<file path="src/rtl/mult_div_unit_if.sv">
// Operand, start and result bundle between the execute stage and the multiply/divide unit.
interface mult_div_unit_if #(parameter int WIDTH = 32);
    logic [WIDTH-1:0] data_operandA;
    logic [WIDTH-1:0] data_operandB;
    logic             ctrl_MULT;
    logic             ctrl_DIV;
    logic [WIDTH-1:0] data_result;
    logic             data_exception;
    logic             data_resultRDY;
    logic             busy;

    modport master (
        output data_operandA, data_operandB, ctrl_MULT, ctrl_DIV,
        input  data_result, data_exception, data_resultRDY, busy
    );

    modport slave (
        input  data_operandA, data_operandB, ctrl_MULT, ctrl_DIV,
        output data_result, data_exception, data_resultRDY, busy
    );
endinterface

</file>
<file path="src/rtl/mult_div_unit.sv">
// Multicycle signed MUL/DIV; RDY pulses WIDTH+1 cycles after the start edge, for every operand value.
// No backpressure: result/exception hold until the next completion; any new start aborts and restarts.
module mult_div_unit #(
    parameter int WIDTH = 32
) (
    input  logic            clock,
    input  logic            reset,
    mult_div_unit_if.slave  bus
);
    localparam int CNT_W = $clog2(WIDTH);

    typedef enum logic [1:0] {S_IDLE, S_MUL, S_DIV, S_DONE} state_t;

    state_t             state, state_nxt;
    logic               start_mul, start_div, start, last_iter;
    logic [CNT_W-1:0]   cnt_q;
    logic [2*WIDTH-1:0] work_q;
    logic [WIDTH-1:0]   opnd_q;
    logic               neg_q, div_zero_q, div_ovf_q;
    logic [WIDTH-1:0]   result_q;
    logic               exc_q;

    logic [WIDTH-1:0]   mag_a, mag_b;
    logic [WIDTH:0]     mul_sum, rem_sh, diff;
    logic [2*WIDTH-1:0] mul_nxt, div_nxt, work_nxt, prod_s;
    logic [WIDTH-1:0]   quot_s;
    logic               mul_exc;

    // Simultaneous MULT and DIV is not a request at all, in any state.
    assign start_mul = bus.ctrl_MULT & ~bus.ctrl_DIV;
    assign start_div = bus.ctrl_DIV & ~bus.ctrl_MULT;
    assign start     = start_mul | start_div;
    assign last_iter = (cnt_q == CNT_W'(WIDTH - 1));

    always_ff @(posedge clock) begin
        if (reset) state <= S_IDLE;
        else       state <= state_nxt;
    end

    always_comb begin
        state_nxt = state;
        if (start_mul) begin
            state_nxt = S_MUL;
        end else if (start_div) begin
            state_nxt = S_DIV;
        end else begin
            case (state)
                S_MUL, S_DIV: if (last_iter) state_nxt = S_DONE;
                S_DONE:       state_nxt = S_IDLE;
                default:      state_nxt = state;
            endcase
        end
    end

    // Both ops run on magnitudes; the sign is applied once on the final iteration.
    always_comb begin
        mag_a = bus.data_operandA[WIDTH-1] ? -bus.data_operandA : bus.data_operandA;
        mag_b = bus.data_operandB[WIDTH-1] ? -bus.data_operandB : bus.data_operandB;

        mul_sum = {1'b0, work_q[2*WIDTH-1:WIDTH]} + (work_q[0] ? {1'b0, opnd_q} : '0);
        mul_nxt = {mul_sum, work_q[WIDTH-1:1]};

        // work_q = {remainder, dividend/quotient}; restoring step.
        rem_sh  = work_q[2*WIDTH-1:WIDTH-1];
        diff    = rem_sh - {1'b0, opnd_q};
        div_nxt = diff[WIDTH] ? {rem_sh[WIDTH-1:0], work_q[WIDTH-2:0], 1'b0}
                              : {diff[WIDTH-1:0],   work_q[WIDTH-2:0], 1'b1};

        work_nxt = (state == S_DIV) ? div_nxt : mul_nxt;
        prod_s   = neg_q ? -work_nxt : work_nxt;
        quot_s   = neg_q ? -work_nxt[WIDTH-1:0] : work_nxt[WIDTH-1:0];
        mul_exc  = ~(&prod_s[2*WIDTH-1:WIDTH-1]) & (|prod_s[2*WIDTH-1:WIDTH-1]);
    end

    always_ff @(posedge clock) begin
        if (reset) begin
            cnt_q      <= '0;
            work_q     <= '0;
            opnd_q     <= '0;
            neg_q      <= 1'b0;
            div_zero_q <= 1'b0;
            div_ovf_q  <= 1'b0;
            result_q   <= '0;
            exc_q      <= 1'b0;
        end else if (start) begin
            cnt_q      <= '0;
            work_q     <= {{WIDTH{1'b0}}, (start_mul ? mag_b : mag_a)};
            opnd_q     <= start_mul ? mag_a : mag_b;
            neg_q      <= bus.data_operandA[WIDTH-1] ^ bus.data_operandB[WIDTH-1];
            div_zero_q <= start_div && (bus.data_operandB == '0);
            div_ovf_q  <= start_div && (bus.data_operandA == {1'b1, {(WIDTH-1){1'b0}}})
                                    && (bus.data_operandB == '1);
        end else if (state == S_MUL || state == S_DIV) begin
            cnt_q  <= cnt_q + CNT_W'(1);
            work_q <= work_nxt;
            if (last_iter) begin
                if (state == S_MUL) begin
                    result_q <= prod_s[WIDTH-1:0];
                    exc_q    <= mul_exc;
                end else begin
                    result_q <= div_zero_q ? '0 : quot_s;
                    exc_q    <= div_zero_q | div_ovf_q;
                end
            end
        end
    end

    assign bus.data_result    = result_q;
    assign bus.data_exception = exc_q;
    assign bus.data_resultRDY = (state == S_DONE);
    assign bus.busy           = (state != S_IDLE);
endmodule

</file>
<file path="src/flat_wrapper.sv">
// flat-port wrapper written by rule: the top's interface ports become plain ports
module mult_div_unit_flat 
#(
    parameter int WIDTH = 32
)
  (clock, reset, bus_data_operandA, bus_data_operandB, bus_ctrl_MULT, bus_ctrl_DIV, bus_data_result, bus_data_exception, bus_data_resultRDY, bus_busy);
  mult_div_unit_if #(.WIDTH(WIDTH)) bus_i ();
  input  logic clock;
  input  logic reset;
  input wire logic [$bits(bus_i.data_operandA)-1:0] bus_data_operandA;
  input wire logic [$bits(bus_i.data_operandB)-1:0] bus_data_operandB;
  input wire logic [$bits(bus_i.ctrl_MULT)-1:0] bus_ctrl_MULT;
  input wire logic [$bits(bus_i.ctrl_DIV)-1:0] bus_ctrl_DIV;
  output wire logic [$bits(bus_i.data_result)-1:0] bus_data_result;
  output wire logic [$bits(bus_i.data_exception)-1:0] bus_data_exception;
  output wire logic [$bits(bus_i.data_resultRDY)-1:0] bus_data_resultRDY;
  output wire logic [$bits(bus_i.busy)-1:0] bus_busy;
  assign bus_i.data_operandA = bus_data_operandA;
  assign bus_i.data_operandB = bus_data_operandB;
  assign bus_i.ctrl_MULT = bus_ctrl_MULT;
  assign bus_i.ctrl_DIV = bus_ctrl_DIV;
  assign bus_data_result = bus_i.data_result;
  assign bus_data_exception = bus_i.data_exception;
  assign bus_data_resultRDY = bus_i.data_resultRDY;
  assign bus_busy = bus_i.busy;
  mult_div_unit #(.WIDTH(WIDTH)) u_core (.clock(clock), .reset(reset), .bus(bus_i));
endmodule
</file>
<file path="config.mk">
export PLATFORM = sky130hd
export DESIGN_NAME = mult_div_unit_flat
export DESIGN_NICKNAME = d
export VERILOG_FILES = /design/src/rtl/mult_div_unit_if.sv /design/src/rtl/mult_div_unit.sv /design/src/flat_wrapper.sv
export SDC_FILE = /design/constraint.sdc
export NUM_CORES = 1
export LEC_CHECK = 0
export BUFFER_PORTS_ARGS = -buffer_cell sky130_fd_sc_hd__buf_2
export CAP_MARGIN = 20
export CORE_ASPECT_RATIO = 0.9
export CORE_MARGIN = 10
export CORE_UTILIZATION = 25
export CTS_BUF_LIST = sky130_fd_sc_hd__clkbuf_8
export DETAILED_ROUTE_END_ITERATION = 10
export PLACE_DENSITY = 0.44
export SLEW_MARGIN = 20
export SYNTH_ARGS = -nofsm -noshare
export SYNTH_HDL_FRONTEND = slang
export SYNTH_SLANG_ARGS = --single-unit
</file>
<file path="constraint.sdc">
create_clock -name clock -period 5.8 [get_ports clock]
set_clock_uncertainty 0.05 [all_clocks]
set_input_delay 0.29 -clock clock [delete_from_list [all_inputs] [get_ports clock]]
set_output_delay 0.29 -clock clock [all_outputs]
set_load 0.1 [all_outputs]
</file>
======== Word-level counts from Yosys, hierarchy flattened ========
Index checks and enable logic that the tools add are counted.
word-level totals
  word-level logic and storage cells ...... 71
  register bits ........................... 139
cells by class
  reductions and logical operators ........ 17
  muxes and demuxes ....................... 18
  $add $sub $neg .......................... 7
  bitwise operators ....................... 10
  equal/unequal tests ..................... 8
operators by type and width
  cell                    number
  $mux W32                10
  $mux W64                3
  $neg A32 Y32            3
  $eq A32 B32 Y1 const B  2
  $neg A64 Y64            1
  $add A32 B32 Y33        1
  $reduce_and A33 Y1      1
  $reduce_or A33 Y1       1
  $sub A33 B32 Y33        1
  $logic_not A32 Y1       1
  $reduce_or A2 Y1        3
  $add A5 B1 Y5 const B   1
  $eq A5 B5 Y1 const B    1
  $eq A2 B2 Y1 const B    2
  $mux W2                 2
  $ne A4 B1 Y1 const B    1
  $not A1 Y1              4
  $pmux W2 S2             1
  $reduce_and A2 Y1       2
  $reduce_bool A2 Y1      2
  $reduce_bool A4 Y1      1
  $and A1 B1 Y1           3
  $logic_and A1 B1 Y1     3
  $ne A3 B1 Y1 const B    1
  other kinds (7)         9

======== Longest topological paths before layout ========
Gate-level depths: netlist (run 1).
  depth in word-level cells ............... 9
  mapped depth ............................ 27
  depth with buffers taken out ............ 25

======== Worst setup path before layout (run 1) ========
Ideal clock, no wire load.
  path type ............................... reg-to-reg
  start point ............................. register u_core.state[0]
  end point ............................... register u_core.exc_q (netlist: u_core.bus.data_exception)
  setup time .............................. 0.127 ns
  data required time ...................... 5.623 ns
  data arrival time ....................... 6.254 ns
  stages on the path, launching flop included .. 26
  path slack .............................. -0.631 ns
  path buffers ............................ 10
  path through ............................ dfxtp_1 inv_1 ha_1 clkbuf_1 clkbuf_1 buf_6 buf_2 buf_2 buf_1 buf_1 clkbuf_1 buf_1 buf_2 mux2i_1 ha_1 and3_1 nand2_1 nor2_1 nand3_1 nor4_4 a41oi_1 xnor2_2 or4_1 or3_1 nor4_1 a21oi_1
on the way
  longest elaborated chain between the ends .. 8
  elaborated cells between the ends (all ways) .. 12
  classes of those cells .................. add/sub: 1; eq/ne: 2; mux: 3; bitwise: 2; reduce/logical: 4
ends and longest elaborated chain
  what                    line                                      RTL
  from (decl)             mult_div_unit.sv:14                       state_t state, state_nxt;
  from (signal assigned)  mult_div_unit.sv:37                       else state <= state_nxt;
  $eq A2 B2 Y1            mult_div_unit.sv:69, mult_div_unit.sv:93
  $mux W64                mult_div_unit.sv:69                       work_nxt = (state == S_DIV) ? div_nxt : mul_nxt;
  $neg A64 Y64            mult_div_unit.sv:70                       prod_s = neg_q ? -work_nxt : work_nxt;
  $mux W64                mult_div_unit.sv:70
  $reduce_and A33 Y1      mult_div_unit.sv:72                       mul_exc = ~(&prod_s[2*WIDTH-1:WIDTH-1]) & (|prod_s[2*WIDTH-1:WIDTH-1]);
  $not A1 Y1              mult_div_unit.sv:72
  $and A1 B1 Y1           mult_div_unit.sv:72
  $mux W1                 mult_div_unit.sv:97                       if (state == S_MUL) begin
  to (signal assigned)    mult_div_unit.sv:99                       exc_q <= mul_exc;
  to (signal assigned)    mult_div_unit.sv:102                      exc_q <= div_zero_q | div_ovf_q;
  to (decl)               mult_div_unit.sv:21                       logic exc_q;
Several ways; a longest one is shown, not always the timed one.
A chain may end at the register's enable or synchronous reset.

======== Worst setup path in the final report (run 1) ========
  start point ............................. register u_core.work_q[0]
  end point ............................... register u_core.exc_q (netlist: u_core.bus.data_exception)
on the way
  longest elaborated chain between the ends .. 9
  elaborated cells between the ends (all ways) .. 11
  classes of those cells .................. add/sub: 2; mux: 5; bitwise: 2; reduce/logical: 2
ends and longest elaborated chain
  what                    line                 RTL
  from (decl)             mult_div_unit.sv:17  logic [2*WIDTH-1:0] work_q;
  from (signal assigned)  mult_div_unit.sv:87  work_q <= {{WIDTH{1'b0}}, (start_mul ? mag_b : mag_a)};
  from (signal assigned)  mult_div_unit.sv:95  work_q <= work_nxt;
  $mux W32                mult_div_unit.sv:60  mul_sum = {1'b0, work_q[2*WIDTH-1:WIDTH]} + (work_q[0] ? {1'b0, opnd_q} : '0);
  $add A32 B32 Y33        mult_div_unit.sv:60
  $mux W64 (*)            mult_div_unit.sv:69
  $neg A64 Y64            mult_div_unit.sv:70
  $mux W64 (*)            mult_div_unit.sv:70
  $reduce_and A33 Y1      mult_div_unit.sv:72
  $not A1 Y1              mult_div_unit.sv:72
  $and A1 B1 Y1 (*)       mult_div_unit.sv:72
  $mux W1 (*)             mult_div_unit.sv:97
Every way passes the cells marked *; elsewhere a longest branch is shown, timed or not.

==> run_summary.xml, run 1 <==
<?xml version="1.0" encoding="UTF-8"?>
<metrics>
  <group name="outcome">
    <metric name="status" unit="">completed</metric>
  </group>
  <group name="die">
    <metric name="core.rowCount" unit="">84</metric>
    <metric name="design.portCount" unit="">103</metric>
    <metric name="die_area" unit="µm²">68700</metric>
    <metric name="core_area" unit="µm²">58200</metric>
    <metric name="initial_core_util" unit="">0.252</metric>
    <metric name="floorplan.die.width" unit="µm">275</metric>
    <metric name="die_height" unit="µm">250</metric>
  </group>
  <group name="power_and_ir_drop">
    <metric name="fraction_of_power_consumed_by_sequential_logic" unit="">0.265</metric>
    <metric name="finalPower" unit="mW">4.14</metric>
    <metric name="static-leakage-power" unit="nW">6.60</metric>
    <metric name="p_int" unit="mW">2.16</metric>
    <metric name="power.combinational.fraction" unit="">0.527</metric>
    <metric name="power_density" unit="nW/µm²">246</metric>
    <metric name="clockPowerShare" unit="">0.207</metric>
    <metric name="switchingPower" unit="mW">1.97</metric>
    <metric name="irDropWorstVdd" unit="V">0.000150</metric>
    <metric name="power_switching_share" unit="">0.477</metric>
  </group>
  <group name="global_route">
    <metric name="globalRouteOverflowTotal" unit="">0</metric>
    <metric name="grt.total_usage" unit="">0.178</metric>
    <metric name="grt_max_degree" unit="">74</metric>
    <metric name="grt_pass1_vias" unit="">14600</metric>
    <metric name="grt_first_pass_wirelength" unit="mm">94.6</metric>
    <metric name="grt_antenna_before_repair" unit="">4</metric>
  </group>
  <group name="critical_path">
    <metric name="class_of_the_most_critical_setup_path" unit="">register to register</metric>
    <metric name="worst-endpoint-arrival" unit="ns">5.85</metric>
    <metric name="required" unit="ns">6.16</metric>
    <metric name="worstPathMaxFanout" unit="">11</metric>
    <metric name="setup.worst_path.start_class" unit="">register</metric>
    <metric name="crit_path_end_kind" unit="">register</metric>
    <metric name="setup.reg_to_reg.worst_slack" unit="ns">0.31</metric>
  </group>
  <group name="synthesis">
    <metric name="postSynthNetCount" unit="">2163</metric>
    <metric name="synth.cells.most_frequent" unit="">248 x sky130_fd_sc_hd__nor2_1, 178 x sky130_fd_sc_hd__nand2_1, 145 x sky130_fd_sc_hd__a21oi_1</metric>
    <metric name="synthDominantAreaCellType" unit="">sky130_fd_sc_hd__dfxtp_1</metric>
    <metric name="yosys.cell_count.top_type" unit="">sky130_fd_sc_hd__nor2_1</metric>
    <metric name="part_of_the_yosys_area_used_for_sequential_elements" unit="">0.190</metric>
    <metric name="synth.avg_cell_area" unit="µm²">7.26</metric>
    <metric name="yosys.cell_types.count" unit="">99</metric>
    <metric name="yosys.area.top_type_share" unit="">0.190</metric>
    <metric name="ys.flop_type" unit="">sky130_fd_sc_hd__dfxtp_1</metric>
    <metric name="flops_latches_synth" unit="">139</metric>
    <metric name="syn-cell-area" unit="µm²">14600</metric>
    <metric name="synth.yosys.warnings" unit="">0</metric>
    <metric name="synthTopCellsByArea" unit="">sky130_fd_sc_hd__dfxtp_1 19%, sky130_fd_sc_hd__ha_1 6.5%, sky130_fd_sc_hd__nor2_1 6.4%, sky130_fd_sc_hd__a21oi_1 5.0%, sky130_fd_sc_hd__xor2_1 4.9%</metric>
    <metric name="synth_enable_flop_cells" unit="">0</metric>
    <metric name="synthArstFlopShare" unit="">0</metric>
    <metric name="postSynthCellCount" unit="">2017</metric>
  </group>
  <group name="layout">
    <metric name="number_of_filler_instances_in_the_final_layout" unit="">6429</metric>
    <metric name="instances_no_fill" unit="">2908</metric>
    <metric name="nNetsFinal" unit="">2266</metric>
    <metric name="syn2layout_area_growth" unit="%">14.9</metric>
    <metric name="drive_above_1_share" unit="">0.145</metric>
  </group>
  <group name="cts">
    <metric name="cts-hold-fix-buffers" unit="">0</metric>
    <metric name="cts_root_buffer" unit="">sky130_fd_sc_hd__clkbuf_8</metric>
    <metric name="htree_levels" unit="">4</metric>
    <metric name="tritoncts" unit="">yes</metric>
    <metric name="insertion_delay" unit="ns">0.51</metric>
    <metric name="cts.sinks" unit="">139</metric>
    <metric name="tritoncts.num_buffers" unit="">17</metric>
    <metric name="clock_transition_at_the_register_clock_pins_on_the_worst_setup_and_hold_paths_after_cts" unit="ns">0.11</metric>
    <metric name="ctsLongestPathBuffers" unit="">2</metric>
  </group>
  <group name="sta">
    <metric name="fmax" unit="GHz">0.182</metric>
    <metric name="setup_viol_count_final" unit="">0</metric>
    <metric name="worst_slew_margin_relative_to_its_limit" unit="">0.275</metric>
    <metric name="grt_setup_unrepaired" unit="">no</metric>
    <metric name="max_slew.worst_pin.slew" unit="ns">1.08</metric>
    <metric name="drv_slew" unit="">0</metric>
    <metric name="hold_viol" unit="">0</metric>
    <metric name="fin_crit" unit="ns">5.49</metric>
    <metric name="setup-tns-final" unit="ns">0</metric>
    <metric name="post-route-period-util" unit="">0.947</metric>
  </group>
  <group name="drt">
    <metric name="wl" unit="mm">63.2</metric>
    <metric name="dr.first_iter.drc_count" unit="">1389</metric>
    <metric name="detail_route.first_pass.iterations" unit="">5</metric>
    <metric name="route.detailed.wl_per_inst" unit="µm">21.7</metric>
    <metric name="dr_wl_met3" unit="mm">4.06</metric>
    <metric name="drt_drc_violations_left" unit="">0</metric>
    <metric name="topRoutingLayerUsed" unit="">met5</metric>
    <metric name="wl_met1" unit="mm">31.8</metric>
    <metric name="routed_via_density" unit="">5.38</metric>
    <metric name="detail-route-antenna-nets" unit="">0</metric>
    <metric name="vias" unit="">15700</metric>
    <metric name="wl_met2" unit="mm">26.5</metric>
  </group>
  <group name="job">
    <metric name="max-cap-violations" unit="">0</metric>
  </group>
  <group name="worst_hold_path">
    <metric name="worstHoldPathType" unit="">primary input to register</metric>
  </group>
  <group name="placement">
    <metric name="place.detailed.hpwl" unit="mm">50.6</metric>
    <metric name="io_buffers" unit="">102</metric>
    <metric name="gpl.final_weighted_congestion" unit="">0.919</metric>
    <metric name="placedCellCount" unit="">2867</metric>
  </group>
</metrics>
cell type report:
| cell class | count | area (µm²) | area share |
|---|---|---|---|
| timing repair buffer | 211 | 1330 | 0.0790 |
| clock buffer | 18 | 248 | 0.0147 |
| inverter | 76 | 285 | 0.0170 |
| tap | 774 | 968 | 0.0576 |
| sequential | 139 | 2780 | 0.165 |
| multi-input combinational | 1675 | 11100 | 0.657 |
| clock inverter | 14 | 148 | 0.00878 |
| antenna | 1 | 2.50 | 0.000149 |
power by group through the flow:
| stage | Sequential, mW | Clock, mW | Combinational [mW] |
|---|---|---|---|
| 2_1_floorplan | 1.09 | 0 | 1.44 |
| 3_3_place_gp | 1.12 | 0 | 2.14 |
| 3_5_place_dp | 1.12 | 0 | 2.14 |
| 4_1_cts | 1.10 | 0.876 | 2.15 |
| 5_1_grt | 1.11 | 0.917 | 2.37 |
| 6_report | 1.10 | 0.857 | 2.18 |
what timing repair did:
| action | CTS | global route |
|---|---|---|
| setup buffers | 0 | 8 |
| setup endpoints to repair | 0 | 1 |
| resized for setup | 0 | 4 |
metrics by stage:
step           utilization  hold WS, ns  setup slack [ns]  area, µm²
2_1_floorplan            -        0.396            0.0431      14700
3_3_place_gp         0.281        0.395             0.231      16300
3_5_place_dp         0.281        0.401             0.105      16300
4_1_cts              0.287       0.0673            0.0618      16700
5_1_grt              0.289       0.0713           0.00381      16800
6_report             0.289        0.116             0.310      16800
sequential cells by signal, indices dropped and copies added, names as in the netlist:
signal,cells
u_core.bus.data_exception,1
u_core.cnt_q,5
u_core.work_q,64
u_core.neg_q,1
u_core.bus.data_result,32
u_core.div_ovf_q,1
u_core.div_zero_q,1
u_core.state,2
u_core.opnd_q,32
worst max-delay path, cell delays in order, from the launching register on:
cell and delay [ns]:
sky130_fd_sc_hd__dfxtp_1 0.41, sky130_fd_sc_hd__buf_4 0.23, sky130_fd_sc_hd__and2_1 0.22, sky130_fd_sc_hd__ha_1 0.25
sky130_fd_sc_hd__a21oi_1 0.22, sky130_fd_sc_hd__nor2_1 0.19, sky130_fd_sc_hd__buf_4 0.18, sky130_fd_sc_hd__nor2_1 0.28
sky130_fd_sc_hd__o21ai_0 0.26, sky130_fd_sc_hd__a21boi_0 0.27, sky130_fd_sc_hd__xor2_1 0.28, sky130_fd_sc_hd__o211ai_2 0.15
sky130_fd_sc_hd__nor4_4 0.59, sky130_fd_sc_hd__nand4_2 0.35, sky130_fd_sc_hd__nor3b_1 0.37, sky130_fd_sc_hd__mux2i_1 0.23
sky130_fd_sc_hd__a32oi_1 0.13, sky130_fd_sc_hd__nor4b_1 0.45, sky130_fd_sc_hd__a41o_1 0.22, sky130_fd_sc_hd__a21oi_1 0.04
placed cells by master, fill, tap and decap left out, drive strengths merged, types with 9 or more instances in the layout:
master,count
and2,44
nor2b,13
o31ai,28
or3,20
a31oi,23
buf,211
nand4,29
or4,15
xor2,82
a211o,13
a22oi,30
a21oi,145
a21o,31
nor4,25
or2,15
o41ai,14
o21a,11
nand2,179
nand3,37
mux2i,67
o211ai,39
a211oi,56
inv,84
xnor2,78
o22ai,11
clkbuf,18
nor2,249
and3,18
o21ai,143
nor3,40
o31a,9
ha,76
nor3b,12
dfxtp,139
nand2b,26
routing by layer:
layer | vias up | GRT usage
met5 | - | 0
met4 | 2 | 0.0348
met3 | 39 | 0.0301
met2 | 485 | 0.257
met1 | 7587 | 0.269
li1 | 7543 | -
logic make-up (layout without fill, tap and decap cells):
family	count (synthesis)	in the layout	synth area share
AND/OR/NAND/NOR	744	744	0.251
AO/OA/AOI/OAI	621	621	0.287
buffers and inverters	203	319	0.0593
XOR/XNOR	160	160	0.0962
flip-flops	139	139	0.190
adder cells (fa/ha/maj)	78	78	0.0677
multiplexers	72	72	0.0496
other	0	1	0
path summary, 6_finish.rpt:
kind / start / endpoint / cells after the start
setup / recovery: u_core.work_q[0]$_SDFFE_PP0P_ / u_core.bus.data_exception$_SDFFE_PP0P_ / 19
hold / removal: reset / u_core.work_q[11]$_SDFFE_PP0P_ / 2
setup reg to reg: u_core.work_q[0]$_SDFFE_PP0P_ / u_core.bus.data_exception$_SDFFE_PP0P_ / 19
hold reg to reg: u_core.bus.data_result[0]$_SDFFE_PP0P_ / u_core.bus.data_result[0]$_SDFFE_PP0P_ / 2
No activity file was read; power rests on OpenSTA's default activity.
==> run 2, diff against run 1 <==
RECOVER_POWER = 50   (was not set)
==> run 2 against run 1 <==
Compared with the run above: the flow now finishes with violations (max-capacitance violations, max-slew violations); non-clock buffer count stayed put; die area did not move; sequential share of layout area grew 0.079 points; global-route usage is the same; clock power hardly changed; highest routed layer unchanged; clock-buffer cell count did not move; largest cell class unchanged; total power rose by 0.10%.
==> run_summary.xml, run 2 (synthesized netlist as in run 1, its figures left out) <==
<?xml version="1.0" encoding="UTF-8"?>
<metrics>
  <group name="outcome">
    <metric name="failing_checks" unit="">max-capacitance violations, max-slew violations</metric>
    <metric name="status" unit="">complete, but fails checks</metric>
  </group>
  <group name="power_and_ir_drop">
    <metric name="power_density" unit="nW/µm²">247</metric>
    <metric name="irDropWorstVdd" unit="V">0.000149</metric>
    <metric name="static-leakage-power" unit="nW">6.42</metric>
  </group>
  <group name="die">
    <metric name="core.rowCount" unit="">84</metric>
    <metric name="die_height" unit="µm">250</metric>
    <metric name="die_area" unit="µm²">68700</metric>
    <metric name="initial_core_util" unit="">0.252</metric>
    <metric name="floorplan.die.width" unit="µm">275</metric>
    <metric name="core_area" unit="µm²">58200</metric>
    <metric name="design.portCount" unit="">103</metric>
  </group>
  <group name="sta">
    <metric name="post-route-period-util" unit="">0.947</metric>
    <metric name="fin_crit" unit="ns">5.49</metric>
    <metric name="fmax" unit="GHz">0.182</metric>
    <metric name="hold_viol" unit="">0</metric>
    <metric name="grt_setup_unrepaired" unit="">no</metric>
    <metric name="worst_slew_margin_relative_to_its_limit" unit="">-1.47</metric>
    <metric name="max_slew.worst_pin.slew" unit="ns">3.70</metric>
    <metric name="setup-tns-final" unit="ns">0</metric>
    <metric name="drv_slew" unit="">184</metric>
    <metric name="setup_viol_count_final" unit="">0</metric>
  </group>
  <group name="placement">
    <metric name="gpl.final_weighted_congestion" unit="">0.919</metric>
    <metric name="place.detailed.hpwl" unit="mm">50.6</metric>
    <metric name="placedCellCount" unit="">2867</metric>
    <metric name="io_buffers" unit="">102</metric>
    <metric name="place_area" unit="µm²">16300</metric>
  </group>
  <group name="drt">
    <metric name="detail_route.first_pass.iterations" unit="">7</metric>
    <metric name="vias" unit="">15600</metric>
    <metric name="routed_via_density" unit="">5.37</metric>
    <metric name="route.detailed.wl_per_inst" unit="µm">21.7</metric>
    <metric name="detail-route-antenna-nets" unit="">0</metric>
    <metric name="drt_drc_violations_left" unit="">0</metric>
    <metric name="dr.first_iter.drc_count" unit="">1446</metric>
    <metric name="wl" unit="mm">63.2</metric>
  </group>
  <group name="worst_hold_path">
    <metric name="worstHoldPathType" unit="">primary input to register</metric>
    <metric name="holdPathEnd" unit="">u_core.work_q[11]$_SDFFE_PP0P_</metric>
    <metric name="hold_start" unit="">reset</metric>
    <metric name="min_path_cells" unit="">2</metric>
  </group>
  <group name="critical_path">
    <metric name="worstPathMaxFanout" unit="">11</metric>
    <metric name="setup.reg_to_reg.worst_slack" unit="ns">0.31</metric>
    <metric name="rr_startpoint" unit="">u_core.work_q[0]$_SDFFE_PP0P_</metric>
    <metric name="critical_path.n_buffers_inverters" unit="">2</metric>
    <metric name="worst-endpoint-arrival" unit="ns">5.85</metric>
    <metric name="setup.worst_path.start_class" unit="">register</metric>
    <metric name="capturing_point_of_the_worst_reg2reg_path" unit="">u_core.bus.data_exception$_SDFFE_PP0P_</metric>
    <metric name="class_of_the_most_critical_setup_path" unit="">register to register</metric>
    <metric name="cp_top_family" unit="">simple AND/OR/NAND/NOR gates</metric>
    <metric name="worstRegToRegCells" unit="">19</metric>
    <metric name="critical-path-slowest-cell" unit="">sky130_fd_sc_hd__nor4_4</metric>
    <metric name="timing.critical_path.slowest_cell_delay" unit="ns">0.55</metric>
    <metric name="required" unit="ns">6.15</metric>
    <metric name="critPathLaunch" unit="">u_core.work_q[0]$_SDFFE_PP0P_</metric>
    <metric name="crit_path_end_kind" unit="">register</metric>
    <metric name="worstPathCellList" unit="">buf_4 -&gt; and2_1 -&gt; ha_1 -&gt; a21oi_1 -&gt; nor2_1 -&gt; buf_4 -&gt; nor2_1 -&gt; o21ai_0 -&gt; xnor2_1 -&gt; nand3_1 -&gt; o311a_4 -&gt; nor4_4 -&gt; nand4_2 -&gt; nor3b_1 -&gt; mux2i_1 -&gt; a32oi_1 -&gt; nor4b_1 -&gt; a41o_1 -&gt; a21oi_1</metric>
  </group>
  <group name="layout">
    <metric name="drive_above_1_share" unit="">0.124</metric>
    <metric name="syn2layout_area_growth" unit="%">14.3</metric>
    <metric name="final_cell_area_excluding_filler_cells" unit="µm²">16700</metric>
    <metric name="nNetsFinal" unit="">2266</metric>
    <metric name="layout_commonest_cell" unit="">sky130_fd_sc_hd__nor2_1</metric>
    <metric name="mostFrequentLayoutCells" unit="">248 x sky130_fd_sc_hd__nor2_1, 178 x sky130_fd_sc_hd__nand2_1, 144 x sky130_fd_sc_hd__a21oi_1, 138 x sky130_fd_sc_hd__dfxtp_1, 134 x sky130_fd_sc_hd__o21ai_0</metric>
    <metric name="flip_flop_count_of_the_largest_register_all_copies_and_words_added" unit="">64</metric>
    <metric name="instances_no_fill" unit="">2908</metric>
    <metric name="top_reg_by_flops" unit="">u_core.work_q</metric>
  </group>
  <group name="cts">
    <metric name="tritoncts" unit="">yes</metric>
    <metric name="cts_root_buffer" unit="">sky130_fd_sc_hd__clkbuf_8</metric>
    <metric name="cts.sinks" unit="">139</metric>
    <metric name="insertion_delay" unit="ns">0.51</metric>
    <metric name="cts-hold-fix-buffers" unit="">0</metric>
    <metric name="ctsLongestPathBuffers" unit="">2</metric>
    <metric name="clock_transition_at_the_register_clock_pins_on_the_worst_setup_and_hold_paths_after_cts" unit="ns">0.11</metric>
    <metric name="tritoncts.num_buffers" unit="">17</metric>
    <metric name="htree_levels" unit="">4</metric>
  </group>
  <group name="global_route">
    <metric name="grt_pass1_vias" unit="">14600</metric>
    <metric name="grt_first_pass_wirelength" unit="mm">94.6</metric>
    <metric name="grt.total_usage" unit="">0.178</metric>
    <metric name="grt_max_degree" unit="">74</metric>
    <metric name="globalRouteOverflowTotal" unit="">0</metric>
    <metric name="grt_antenna_before_repair" unit="">4</metric>
  </group>
  <group name="job">
    <metric name="max-cap-violations" unit="">4</metric>
  </group>
</metrics>
[run 2: metal layers]
metal / part of all wire / track usage / vias to the layer above
met5: 0.00021 / 0 / -
li1: - / - / 7535
met1: 0.50 / 0.269 / 7531
met4: 0.014 / 0.0348 / 2
met2: 0.42 / 0.257 / 505
met3: 0.069 / 0.0301 / 32
[run 2: final cells by class]
| cell class | count | area [µm²] |
|---|---|---|
| fillers | 6437 | 41500 |
| inverters | 76 | 285 |
| clock inverters | 14 | 148 |
| flip-flops and latches | 139 | 2780 |
| diodes | 1 | 2.50 |
| multi-input cells | 1675 | 11000 |
| repair buffers | 211 | 1260 |
| clock buffers | 18 | 248 |
| well taps | 774 | 968 |
[run 2: worst max-delay path by stage]
stage	to	slack (ns)	depth (start not counted)
finish	u_core.bus.data_exception$_SDFFE_PP0P_	0.31	19
global route	u_core.bus.data_exception$_SDFFE_PP0P_	0.004	19
CTS	u_core.bus.data_exception$_SDFFE_PP0P_	0.06	17
detailed placement	u_core.bus.data_exception$_SDFFE_PP0P_	0.10	17
global placement	u_core.bus.data_exception$_SDFFE_PP0P_	0.23	17
floorplan	u_core.bus.data_exception$_SDFFE_PP0P_	0.04	25
[run 2: what timing repair did]
action,in CTS,in global routing
gates resized for setup,0,4
setup buffers,0,8
setup endpoints to repair,0,1
[run 2: power breakdown]
| part | total [mW] | internal (mW) | leakage (nW) | switching (mW) |
|---|---|---|---|---|
| clock | 0.857 | 0.367 | 0.193 | 0.490 |
| sequential | 1.10 | 1.02 | 1.14 | 0.0750 |
| combinational | 2.19 | 0.782 | 5.10 | 1.41 |
| total | 4.14 | 2.17 | 6.42 | 1.97 |
[run 2: through the flow]
stage                     total power [mW]  utilization  setup slack, ns  hold WS (ns)
after detailed placement              3.25        0.281            0.105         0.401
after floorplan                       2.53            -           0.0431         0.396
after global placement                3.26        0.281            0.231         0.395
after CTS                             4.12        0.287           0.0618        0.0673
final                                 4.14        0.288            0.309         0.124
after global routing                  4.41        0.288          0.00381        0.0712
